==> config.mk <==
export PLATFORM = sky130hd
export DESIGN_NAME = seq_alu_flat
export DESIGN_NICKNAME = d
export VERILOG_FILES = /design/src/rtl/seq_alu_if.sv /design/src/rtl/seq_alu.sv /design/src/flat_wrapper.sv
export SDC_FILE = /design/constraint.sdc
export NUM_CORES = 1
export LEC_CHECK = 0
export ABC_AREA = 1
export CAP_MARGIN = 15
export CORE_ASPECT_RATIO = 1.2
export CORE_UTILIZATION = 45
export CTS_BUF_LIST = sky130_fd_sc_hd__clkbuf_4 sky130_fd_sc_hd__clkbuf_8
export CTS_CLUSTER_DIAMETER = 30
export DETAILED_ROUTE_END_ITERATION = 7
export SYNTH_ARGS = -nofsm -noshare
export SYNTH_HDL_FRONTEND = slang
export SYNTH_SLANG_ARGS = --single-unit
==> constraint.sdc <==
create_clock -name clk -period 4.5 [get_ports clk]
set_input_delay 1.35 -clock clk [delete_from_list [all_inputs] [get_ports clk]]
set_output_delay 1.35 -clock clk [all_outputs]
set_load 0.05 [all_outputs]
==> src/rtl/seq_alu_if.sv <==
// Handshake and operand/result bundle between the command decoder and seq_alu.
interface seq_alu_if #(
   parameter int WIDTH = 16
);
   logic                 start;
   logic [3:0]           command;
   logic [WIDTH-1:0]     inputA;
   logic [WIDTH-1:0]     inputB;
   logic                 busy;
   logic                 done;
   logic [2*WIDTH-1:0]   result;
   logic                 error;
   logic                 overflow;
   logic                 divZero;

   modport master (
      output start, command, inputA, inputB,
      input  busy, done, result, error, overflow, divZero
   );

   modport slave (
      input  start, command, inputA, inputB,
      output busy, done, result, error, overflow, divZero
   );
endinterface

==> src/rtl/seq_alu.sv <==
// Multi-cycle ALU: single-cycle add/sub, iterative signed shift-add multiply,
// restoring unsigned divide/modulo, with a start/done handshake.
//
// state  | meaning
// -------+-----------------------------------------------------------
// IDLE   | waiting for start
// ADDSUB | one-cycle add/subtract with signed overflow detect
// MUL    | shift-add on operand magnitudes, one multiplier bit per clock
// FIX    | negate the magnitude product when operand signs differ
// DIVI   | restoring division, one quotient bit per clock (DIV and MOD)
// DONE   | result/flags valid for one cycle; may accept a new start
module seq_alu #(
   parameter int WIDTH = 16
) (
   input  logic      clk,
   input  logic      rst_n,
   seq_alu_if.slave  bus
);

   localparam int CW = (WIDTH > 2) ? $clog2(WIDTH) : 1;

   localparam logic [3:0] OP_ADD = 4'b0001;
   localparam logic [3:0] OP_SUB = 4'b0101;
   localparam logic [3:0] OP_MUL = 4'b0010;
   localparam logic [3:0] OP_DIV = 4'b0011;
   localparam logic [3:0] OP_MOD = 4'b0100;

   typedef enum logic [2:0] {
      S_IDLE,
      S_ADDSUB,
      S_MUL,
      S_FIX,
      S_DIVI,
      S_DONE
   } state_t;

   state_t               state, state_nxt;
   logic [3:0]           cmd_q;
   logic [WIDTH-1:0]     op_a;      // ADD/SUB operand A, DIV dividend shifting into quotient
   logic [WIDTH-1:0]     op_b;      // ADD/SUB operand B, MUL multiplier magnitude, DIV divisor
   logic [WIDTH-1:0]     rem_q;
   logic [2*WIDTH-1:0]   acc;
   logic [2*WIDTH-1:0]   mcand;
   logic                 sign_q;
   logic [CW-1:0]        cnt;
   logic [2*WIDTH-1:0]   result_q;
   logic                 error_q;
   logic                 overflow_q;
   logic                 divzero_q;

   logic                 ready;
   logic                 accept;
   logic                 busy_c;
   logic                 done_c;

   // Operand magnitudes for the multiplier; -2^(WIDTH-1) maps to 2^(WIDTH-1) unsigned.
   logic [WIDTH-1:0]     abs_a;
   logic [WIDTH-1:0]     abs_b;
   assign abs_a = bus.inputA[WIDTH-1] ? (~bus.inputA + 1'b1) : bus.inputA;
   assign abs_b = bus.inputB[WIDTH-1] ? (~bus.inputB + 1'b1) : bus.inputB;

   logic                 is_div_cmd;
   logic                 is_valid_cmd;
   assign is_div_cmd   = (bus.command == OP_DIV) || (bus.command == OP_MOD);
   assign is_valid_cmd = (bus.command == OP_ADD) || (bus.command == OP_SUB) ||
                         (bus.command == OP_MUL) || is_div_cmd;

   // Add/subtract: overflow is carry into the MSB xor carry out of it.
   logic                 cin;
   logic [WIDTH-1:0]     b_eff;
   logic [WIDTH-1:0]     low_sum;
   logic [WIDTH:0]       full_sum;
   logic                 add_ovf;
   assign cin      = (cmd_q == OP_SUB);
   assign b_eff    = cin ? ~op_b : op_b;
   assign low_sum  = {1'b0, op_a[WIDTH-2:0]} + {1'b0, b_eff[WIDTH-2:0]} + WIDTH'(cin);
   assign full_sum = {1'b0, op_a} + {1'b0, b_eff} + (WIDTH+1)'(cin);
   assign add_ovf  = low_sum[WIDTH-1] ^ full_sum[WIDTH];

   // Restoring division step.
   logic [WIDTH:0]       div_shift;
   logic [WIDTH:0]       div_diff;
   logic                 div_ge;
   logic [WIDTH-1:0]     rem_nxt;
   logic [WIDTH-1:0]     quot_nxt;
   assign div_shift = {rem_q, op_a[WIDTH-1]};
   assign div_diff  = div_shift - {1'b0, op_b};
   assign div_ge    = (div_shift >= {1'b0, op_b});
   assign rem_nxt   = div_ge ? div_diff[WIDTH-1:0] : div_shift[WIDTH-1:0];
   assign quot_nxt  = {op_a[WIDTH-2:0], div_ge};

   assign ready  = (state == S_IDLE) || (state == S_DONE);
   assign accept = ready && bus.start;

   // State register.
   always_ff @(posedge clk or negedge rst_n) begin
      if (!rst_n) state <= S_IDLE;
      else        state <= state_nxt;
   end

   // Next-state and handshake outputs.
   always_comb begin
      state_nxt = state;
      busy_c    = 1'b0;
      done_c    = 1'b0;
      case (state)
         S_IDLE, S_DONE: begin
            done_c = (state == S_DONE);
            if (bus.start) begin
               if (!is_valid_cmd)                   state_nxt = S_DONE;
               else if (bus.command == OP_MUL)      state_nxt = S_MUL;
               else if (is_div_cmd)                 state_nxt = (bus.inputB == '0) ? S_DONE : S_DIVI;
               else                                 state_nxt = S_ADDSUB;
            end else begin
               state_nxt = S_IDLE;
            end
         end
         S_ADDSUB: begin
            busy_c    = 1'b1;
            state_nxt = S_DONE;
         end
         S_MUL: begin
            busy_c    = 1'b1;
            state_nxt = (cnt == '0) ? S_FIX : S_MUL;
         end
         S_FIX: begin
            busy_c    = 1'b1;
            state_nxt = S_DONE;
         end
         S_DIVI: begin
            busy_c    = 1'b1;
            state_nxt = (cnt == '0) ? S_DONE : S_DIVI;
         end
         default: state_nxt = S_IDLE;
      endcase
   end

   // Datapath: operand capture at accept, iteration, and result/flag update.
   always_ff @(posedge clk or negedge rst_n) begin
      if (!rst_n) begin
         cmd_q      <= '0;
         op_a       <= '0;
         op_b       <= '0;
         rem_q      <= '0;
         acc        <= '0;
         mcand      <= '0;
         sign_q     <= 1'b0;
         cnt        <= '0;
         result_q   <= '0;
         error_q    <= 1'b0;
         overflow_q <= 1'b0;
         divzero_q  <= 1'b0;
      end else if (accept) begin
         cmd_q      <= bus.command;
         op_a       <= bus.inputA;
         op_b       <= (bus.command == OP_MUL) ? abs_b : bus.inputB;
         rem_q      <= '0;
         acc        <= '0;
         mcand      <= {{WIDTH{1'b0}}, abs_a};
         sign_q     <= bus.inputA[WIDTH-1] ^ bus.inputB[WIDTH-1];
         cnt        <= CW'(WIDTH - 1);
         error_q    <= 1'b0;
         overflow_q <= 1'b0;
         divzero_q  <= 1'b0;
         if (!is_valid_cmd) begin
            result_q <= '0;
            error_q  <= 1'b1;
         end else if (is_div_cmd && (bus.inputB == '0)) begin
            result_q  <= '1;
            divzero_q <= 1'b1;
            error_q   <= 1'b1;
         end
      end else begin
         case (state)
            S_ADDSUB: begin
               result_q   <= {{WIDTH{full_sum[WIDTH-1]}}, full_sum[WIDTH-1:0]};
               overflow_q <= add_ovf;
               error_q    <= add_ovf;
            end
            S_MUL: begin
               if (op_b[0]) acc <= acc + mcand;
               mcand <= {mcand[2*WIDTH-2:0], 1'b0};
               op_b  <= {1'b0, op_b[WIDTH-1:1]};
               cnt   <= cnt - 1'b1;
            end
            S_FIX: begin
               result_q <= sign_q ? (~acc + 1'b1) : acc;
            end
            S_DIVI: begin
               rem_q <= rem_nxt;
               op_a  <= quot_nxt;
               cnt   <= cnt - 1'b1;
               if (cnt == '0) begin
                  result_q <= (cmd_q == OP_DIV) ? {{WIDTH{1'b0}}, quot_nxt}
                                                : {{WIDTH{1'b0}}, rem_nxt};
               end
            end
            default: ;
         endcase
      end
   end

   assign bus.busy     = busy_c;
   assign bus.done     = done_c;
   assign bus.result   = result_q;
   assign bus.error    = error_q;
   assign bus.overflow = overflow_q;
   assign bus.divZero  = divzero_q;

endmodule
==> src/flat_wrapper.sv <==
// flat-port wrapper written by rule: the top's interface ports become plain ports
module seq_alu_flat 
#(
   parameter int WIDTH = 16
)
  (clk, rst_n, bus_start, bus_command, bus_inputA, bus_inputB, bus_busy, bus_done, bus_result, bus_error, bus_overflow, bus_divZero);
  seq_alu_if #(.WIDTH(WIDTH)) bus_i ();
  input  logic clk;
  input  logic rst_n;
  input wire logic [$bits(bus_i.start)-1:0] bus_start;
  input wire logic [$bits(bus_i.command)-1:0] bus_command;
  input wire logic [$bits(bus_i.inputA)-1:0] bus_inputA;
  input wire logic [$bits(bus_i.inputB)-1:0] bus_inputB;
  output wire logic [$bits(bus_i.busy)-1:0] bus_busy;
  output wire logic [$bits(bus_i.done)-1:0] bus_done;
  output wire logic [$bits(bus_i.result)-1:0] bus_result;
  output wire logic [$bits(bus_i.error)-1:0] bus_error;
  output wire logic [$bits(bus_i.overflow)-1:0] bus_overflow;
  output wire logic [$bits(bus_i.divZero)-1:0] bus_divZero;
  assign bus_i.start = bus_start;
  assign bus_i.command = bus_command;
  assign bus_i.inputA = bus_inputA;
  assign bus_i.inputB = bus_inputB;
  assign bus_busy = bus_i.busy;
  assign bus_done = bus_i.done;
  assign bus_result = bus_i.result;
  assign bus_error = bus_i.error;
  assign bus_overflow = bus_i.overflow;
  assign bus_divZero = bus_i.divZero;
  seq_alu #(.WIDTH(WIDTH)) u_core (.clk(clk), .rst_n(rst_n), .bus(bus_i));
endmodule
## After elaboration in Yosys (flattened, before gate mapping)

Cells that the tools add are included.

| storage, ports and cells | value |
|---|---|
| register bits after elaboration | 159 |
| input bits | 39 |
| logic and storage cells | 107 |

| cells by class | value |
|---|---|
| add/subtract/negate cells | 10 |
| $lt $le $gt $ge | 1 |
| equality and inequality tests | 14 |
| multiplexer cells | 41 |
| bitwise logic cells | 6 |
| reduce and logical (&&, ||, !) cells | 22 |

Operators with widths:

| cell | number |
|---|---|
| 2-to-1 mux 32 bit | 10 |
| 2-to-1 mux 16 bit | 12 |
| one-hot mux 32 bit (3 select lines) | 1 |
| inverter 16 bit | 3 |
| adder 16 x 1 -> 16 bit (second input constant) | 2 |
| adder 32 x 1 -> 32 bit (second input constant) | 1 |
| adder 32 bit | 1 |
| inverter 32 bit | 1 |
| adder 16 x 16 -> 17 bit | 1 |
| adder 17 x 1 -> 17 bit | 1 |
| greater-or-equal comparator 17 x 16 -> 1 bit | 1 |
| adder 15 x 15 -> 16 bit | 1 |
| adder 16 x 1 -> 16 bit | 1 |
| zero test 16 bit | 1 |
| subtractor 16 bit | 1 |
| equality test 4 x 2 -> 1 bit (second input constant) | 3 |
| equality test 4 x 3 -> 1 bit (second input constant) | 3 |
| 2-to-1 mux 3 bit | 4 |
| one-hot mux 3 bit (4 select lines) | 1 |
| 2-to-1 mux 1 bit | 11 |
| nonzero test 2 bit | 5 |
| 2-to-1 mux 4 bit | 2 |
| equality test 3 x 2 -> 1 bit (second input constant) | 2 |
| equality test 3 bit (second input constant) | 2 |
| 15 further kinds | 23 |

## Longest topological paths before layout

| depth | value |
|---|---|
| depth in word-level cells | 7 |
| gate-level depth with buffers | 20 |
| depth with buffers taken out | 18 |

## Least setup slack after synthesis

Ideal clock, no wire load.

| timing path | value |
|---|---|
| kind | input -> register |
| start point | input port bus_inputB[0] |
| end point | register u_core.result_q[10], in the netlist u_core.bus.result[10] |
| library setup time | 0.121 ns |
| data arrival time | 2.676 ns |
| data required time | 4.379 ns |
| path slack | 1.703 ns |
| cell stages on the path | 12 |
| path buffers | 1 |
| cells stage by stage | inv_1 > ha_1 > nand2_1 > nor3_4 > nand3_2 > o21ai_2 > nand2_1 > nand2_1 > nand2_2 > nor2_4 > buf_6 > a21oi_2 |

| between the ends | value |
|---|---|
| word-level cells in the longest chain between the ends | 4 |

RTL lines:

| item | line | source |
|---|---|---|
| from (decl) | flat_wrapper.sv:13 | `input wire logic [$bits(bus_i.inputB)-1:0] bus_inputB;` |
| zero test 16 bit | seq_alu.sv:168 | `end else if (is_div_cmd && (bus.inputB == '0)) begin` |
| logical AND 1 bit | seq_alu.sv:168 |  |
| != test 3 bit (no source line) | n/a |  |
| AND reduction 3 bit (no source line) | n/a |  |
| to (signal assigned) | seq_alu.sv:176 | `result_q <= {{WIDTH{full_sum[WIDTH-1]}}, full_sum[WIDTH-1:0]};` |
| to (signal assigned) | seq_alu.sv:187 | `result_q <= sign_q ? (~acc + 1'b1) : acc;` |
| to (signal assigned) | seq_alu.sv:194 | `result_q <= (cmd_q == OP_DIV) ? {{WIDTH{1'b0}}, quot_nxt}` |
| to (decl) | seq_alu.sv:46 | `logic [2*WIDTH-1:0] result_q;` |

No other way between the ends.
A chain may end at the register's enable or synchronous reset.

## Final worst setup path

| timing path | value |
|---|---|
| start point | register u_core.state[0] |
| end point | output port bus_busy |

| between the ends | value |
|---|---|
| word-level cells in the longest chain between the ends | 3 |

RTL lines:

| item | line | source |
|---|---|---|
| from (decl) | seq_alu.sv:37 | `state_t state, state_nxt;` |
| from (signal assigned) | seq_alu.sv:98 | `else state <= state_nxt;` |
| equality test 3 x 1 -> 1 bit, or another cell as far along | seq_alu.sv:106 | `case (state)` |
| OR reduction 4 bit (no source line) * | n/a |  |
| 2-to-1 mux 1 bit * | seq_alu.sv:106 |  |
| to (decl) | flat_wrapper.sv:14 | `output wire logic [$bits(bus_i.busy)-1:0] bus_busy;` |

Mark *: on every way between the ends. The rest lies on a longest branch, timed or not.

==> impl_metrics.tcl <==
set metrics [dict create \
    grt_max_degree 77 \
    power_density_nw_per_um2 832 \
    port_buffers 75 \
    drive_gt1_share_pct 8.25 \
    combPwrFrac_pct 70.2 \
    grt_usage_pct 29.9 \
    worst_slack_ps 786 \
    synth-seq-area-share_pct 30.9 \
    postCtsSetupBuffers 0 \
    r2r_start "u_core.cmd_q[1]$_DFFE_PN0P_" \
    yosys-top-cells-area "dfrtp_1 (31%), nand2_1 (14%), inv_1 (6.8%)" \
    cp-start-kind "register" \
    holdPathStages 1 \
    path_max_fanout 23 \
    clkTransAtPathRegs_ps 90 \
    initial_core_util_pct 45.9 \
    ys_ff_latch 159 \
    rsz0062_at_grt "no" \
    drt-total-wl_um 42000 \
    ir_drop_mv 0.309 \
    regToRegSetupSlack_ps 1520 \
    grt_pass1_wl_um 67300 \
    p_sw_mw 6.67 \
    seq_power_share_pct 20.2 \
    clock_sinks 159 \
    syn_inst 1894 \
    netlist.area_leader.share_pct 30.9 \
    netlist_top_cells_count "nand2_1 (484), inv_1 (234), nor2_1 (182)" \
    timing.max_cap.violations 0 \
    fin_crit_sh_pct 82.5 \
    clock_latency_ps 490 \
    h-tree-depth 4 \
    status "finished, final reports clean" \
    root_buffer "clkbuf_8" \
    syn_area_um2 12900 \
    dr_total_vias 12600 \
    wl_per_cell_um 17.9 \
    pre_cts_ws_ps 764 \
    core_area_um2 28000 \
    arrival_ps 2360 \
    hp-class "register to register" \
    dieArea_um2 29300 \
    p_int_mw 5.26 \
    ctsHoldBuffers 0 \
    worstMarginPinSlew_ps 828 \
    layout.nets 2058 \
    numCtsBuffers 17 \
    tns_ps 0 \
    reg2reg_depth 14 \
    drtIter0Drc 848 \
    switching_share_pct 55.9 \
    synth_edf_count 0 \
    ys_warn_count 0 \
    hold_path_end "u_core.cnt[3]$_DFFE_PN0P_" \
    postSynthAreaPerCell_um2 6.79 \
    fmax_mhz 269 \
    syn-num-nets 2002 \
    cts_resized 0 \
    setup_viol 0 \
    min_period_ps 3710 \
    p_leak_nw 7.24 \
    skew_ps 15.2 \
    finalWeightedCongestion 0.947 \
    die_w_um 156 \
    synth_flop_cell "dfrtp_1" \
    antennaDiodeCount 0 \
    dp_hpwl_um 33600 \
    synth_cell_type_count 56 \
    via_per_inst 5.40 \
    crit_required_ps 3150 \
    post-synth-top-area-cell "dfrtp_1" \
    first_pass_iters 5 \
    overflow 0 \
    drc 0 \
    relSlewSlack_pct 44.7 \
    die_y_um 187 \
    rows 67 \
    regToRegEndpoint "u_core.bus.overflow$_DFFE_PN0P_" \
    ant_nets 0 \
    instances_no_fill 2342 \
    area_growth_pct 11.5 \
    clock_path_buffers 2 \
    hold_viol 0 \
    maxSlewViolCount 0 \
    total_power_mw 11.9 \
    grt_pass1_vias 12500 \
    ys_async_sr_fraction_pct 100 \
    endpoint_kind "output pin" \
    ios 76 \
    crit_start "u_core.state[0]$_DFF_PN0_" \
    synth.most_common_cell "nand2_1" \
    holdCritStartpoint "u_core.cnt[3]$_DFFE_PN0P_" \
    p_clk_share_pct 9.6 \
    crit_type "register to output pin" \
    dp.cells 2310 \
    tritoncts "yes" \
    antenna_found_initial 0 \
]
layout by cell type (no fill, tap or decap), drive strengths merged, types with 2 or more instances in the layout:
cell type	Yosys	routed
nand2	504	504
inv	256	257
nor2	198	198
o21ai	171	171
dfrtp	159	159
a21oi	155	155
nand3	107	107
clkdlybuf4s50	0	74
ha	66	66
xor2	34	34
nor3	29	29
o22ai	24	24
clkbuf	24	22
a22oi	19	19
o221ai	18	18
buf	31	18
xnor2	16	16
nand4	15	15
o21bai	8	8
o31ai	7	7
a21o	7	7
o211ai	7	7
or2	6	6
nor4	6	6
clkinv	2	5
nand3b	4	4
and3	3	3
a21boi	3	3
a31oi	3	3
fa	3	3
bufinv	0	3
clkinvlp	0	3
a221oi	2	2
power groups by stage:
stage | clock [mW] | combinational (mW) | sequential [mW]
2_1_floorplan | 0 | 5.77 | 2.81
3_3_place_gp | 0 | 8.27 | 2.43
3_5_place_dp | 0 | 8.33 | 2.44
4_1_cts | 1.17 | 8.37 | 2.41
5_1_grt | 1.23 | 9.31 | 2.46
6_report | 1.14 | 8.38 | 2.41
metrics by stage:
| stage | area, um2 | hold WS (ps) | util, % |
|---|---|---|---|
| after global placement | 13900 | 475 | 49.7 |
| final | 14300 | 497 | 51.2 |
| after CTS | 14300 | 499 | 51.2 |
| after global routing | 14300 | 523 | 51.2 |
| after detailed placement | 13900 | 486 | 49.7 |
| after floorplan | 12900 | 446 | - |
critical path: stages (launching register included):
cell             delay (ps)
dfrtp_1                 430
nor3_2                  190
buf_4                   290
nor2_1                   90
nand2_1                  90
clkdlybuf4s50_1         800
kinds of logic after synthesis:
| logic type | synth area share [%] |
|---|---|
| AND/OR/NAND/NOR | 29.1 |
| AO/OA/AOI/OAI | 19.8 |
| buffers and inverters | 9.84 |
| flip-flops | 30.9 |
| adder cells (fa/ha/maj) | 6.89 |
| XOR/XNOR | 3.41 |
flip-flops by register name (all words and copies together), names as in the netlist:
name                 count
u_core.cnt               4
u_core.mcand            32
u_core.op_b             16
u_core.rem_q            16
u_core.sign_q            1
u_core.state             3
u_core.bus.result       32
u_core.bus.divZero       1
u_core.op_a             16
u_core.acc              32
u_core.bus.error         1
u_core.bus.overflow      1
u_core.cmd_q             4
worst max path at each step:
| stage | to | slack [ps] |
|---|---|---|
| global placement | u_core.bus.result[29]$_DFFE_PN0P_ | 790 |
| CTS | bus_busy | 750 |
| global route | bus_busy | 680 |
| detailed placement | u_core.bus.result[2]$_DFFE_PN0P_ | 760 |
| floorplan | u_core.bus.result[10]$_DFFE_PN0P_ | 1700 |
| finish | bus_busy | 790 |
layer usage:
metal / share of wire [%] / track usage, % / up-vias
met2: 51 / 53.7 / 266
li1: - / - / 6365
met5: 0 / 0 / -
met1: 42 / 36.3 / 5938
met3: 3.5 / 2.92 / 71
met4: 3.7 / 12.1 / 0
layout make-up:
type                       instances  area, um2
fill                            2943      13700
clock buffer                      22        278
clock inverter                    10        136
multi-input combinational       1422       7620
tap                              379        474
timing repair buffer              92        880
inverter                         258        968
sequential                       159       3980
Power figures use the tool's default switching activity.
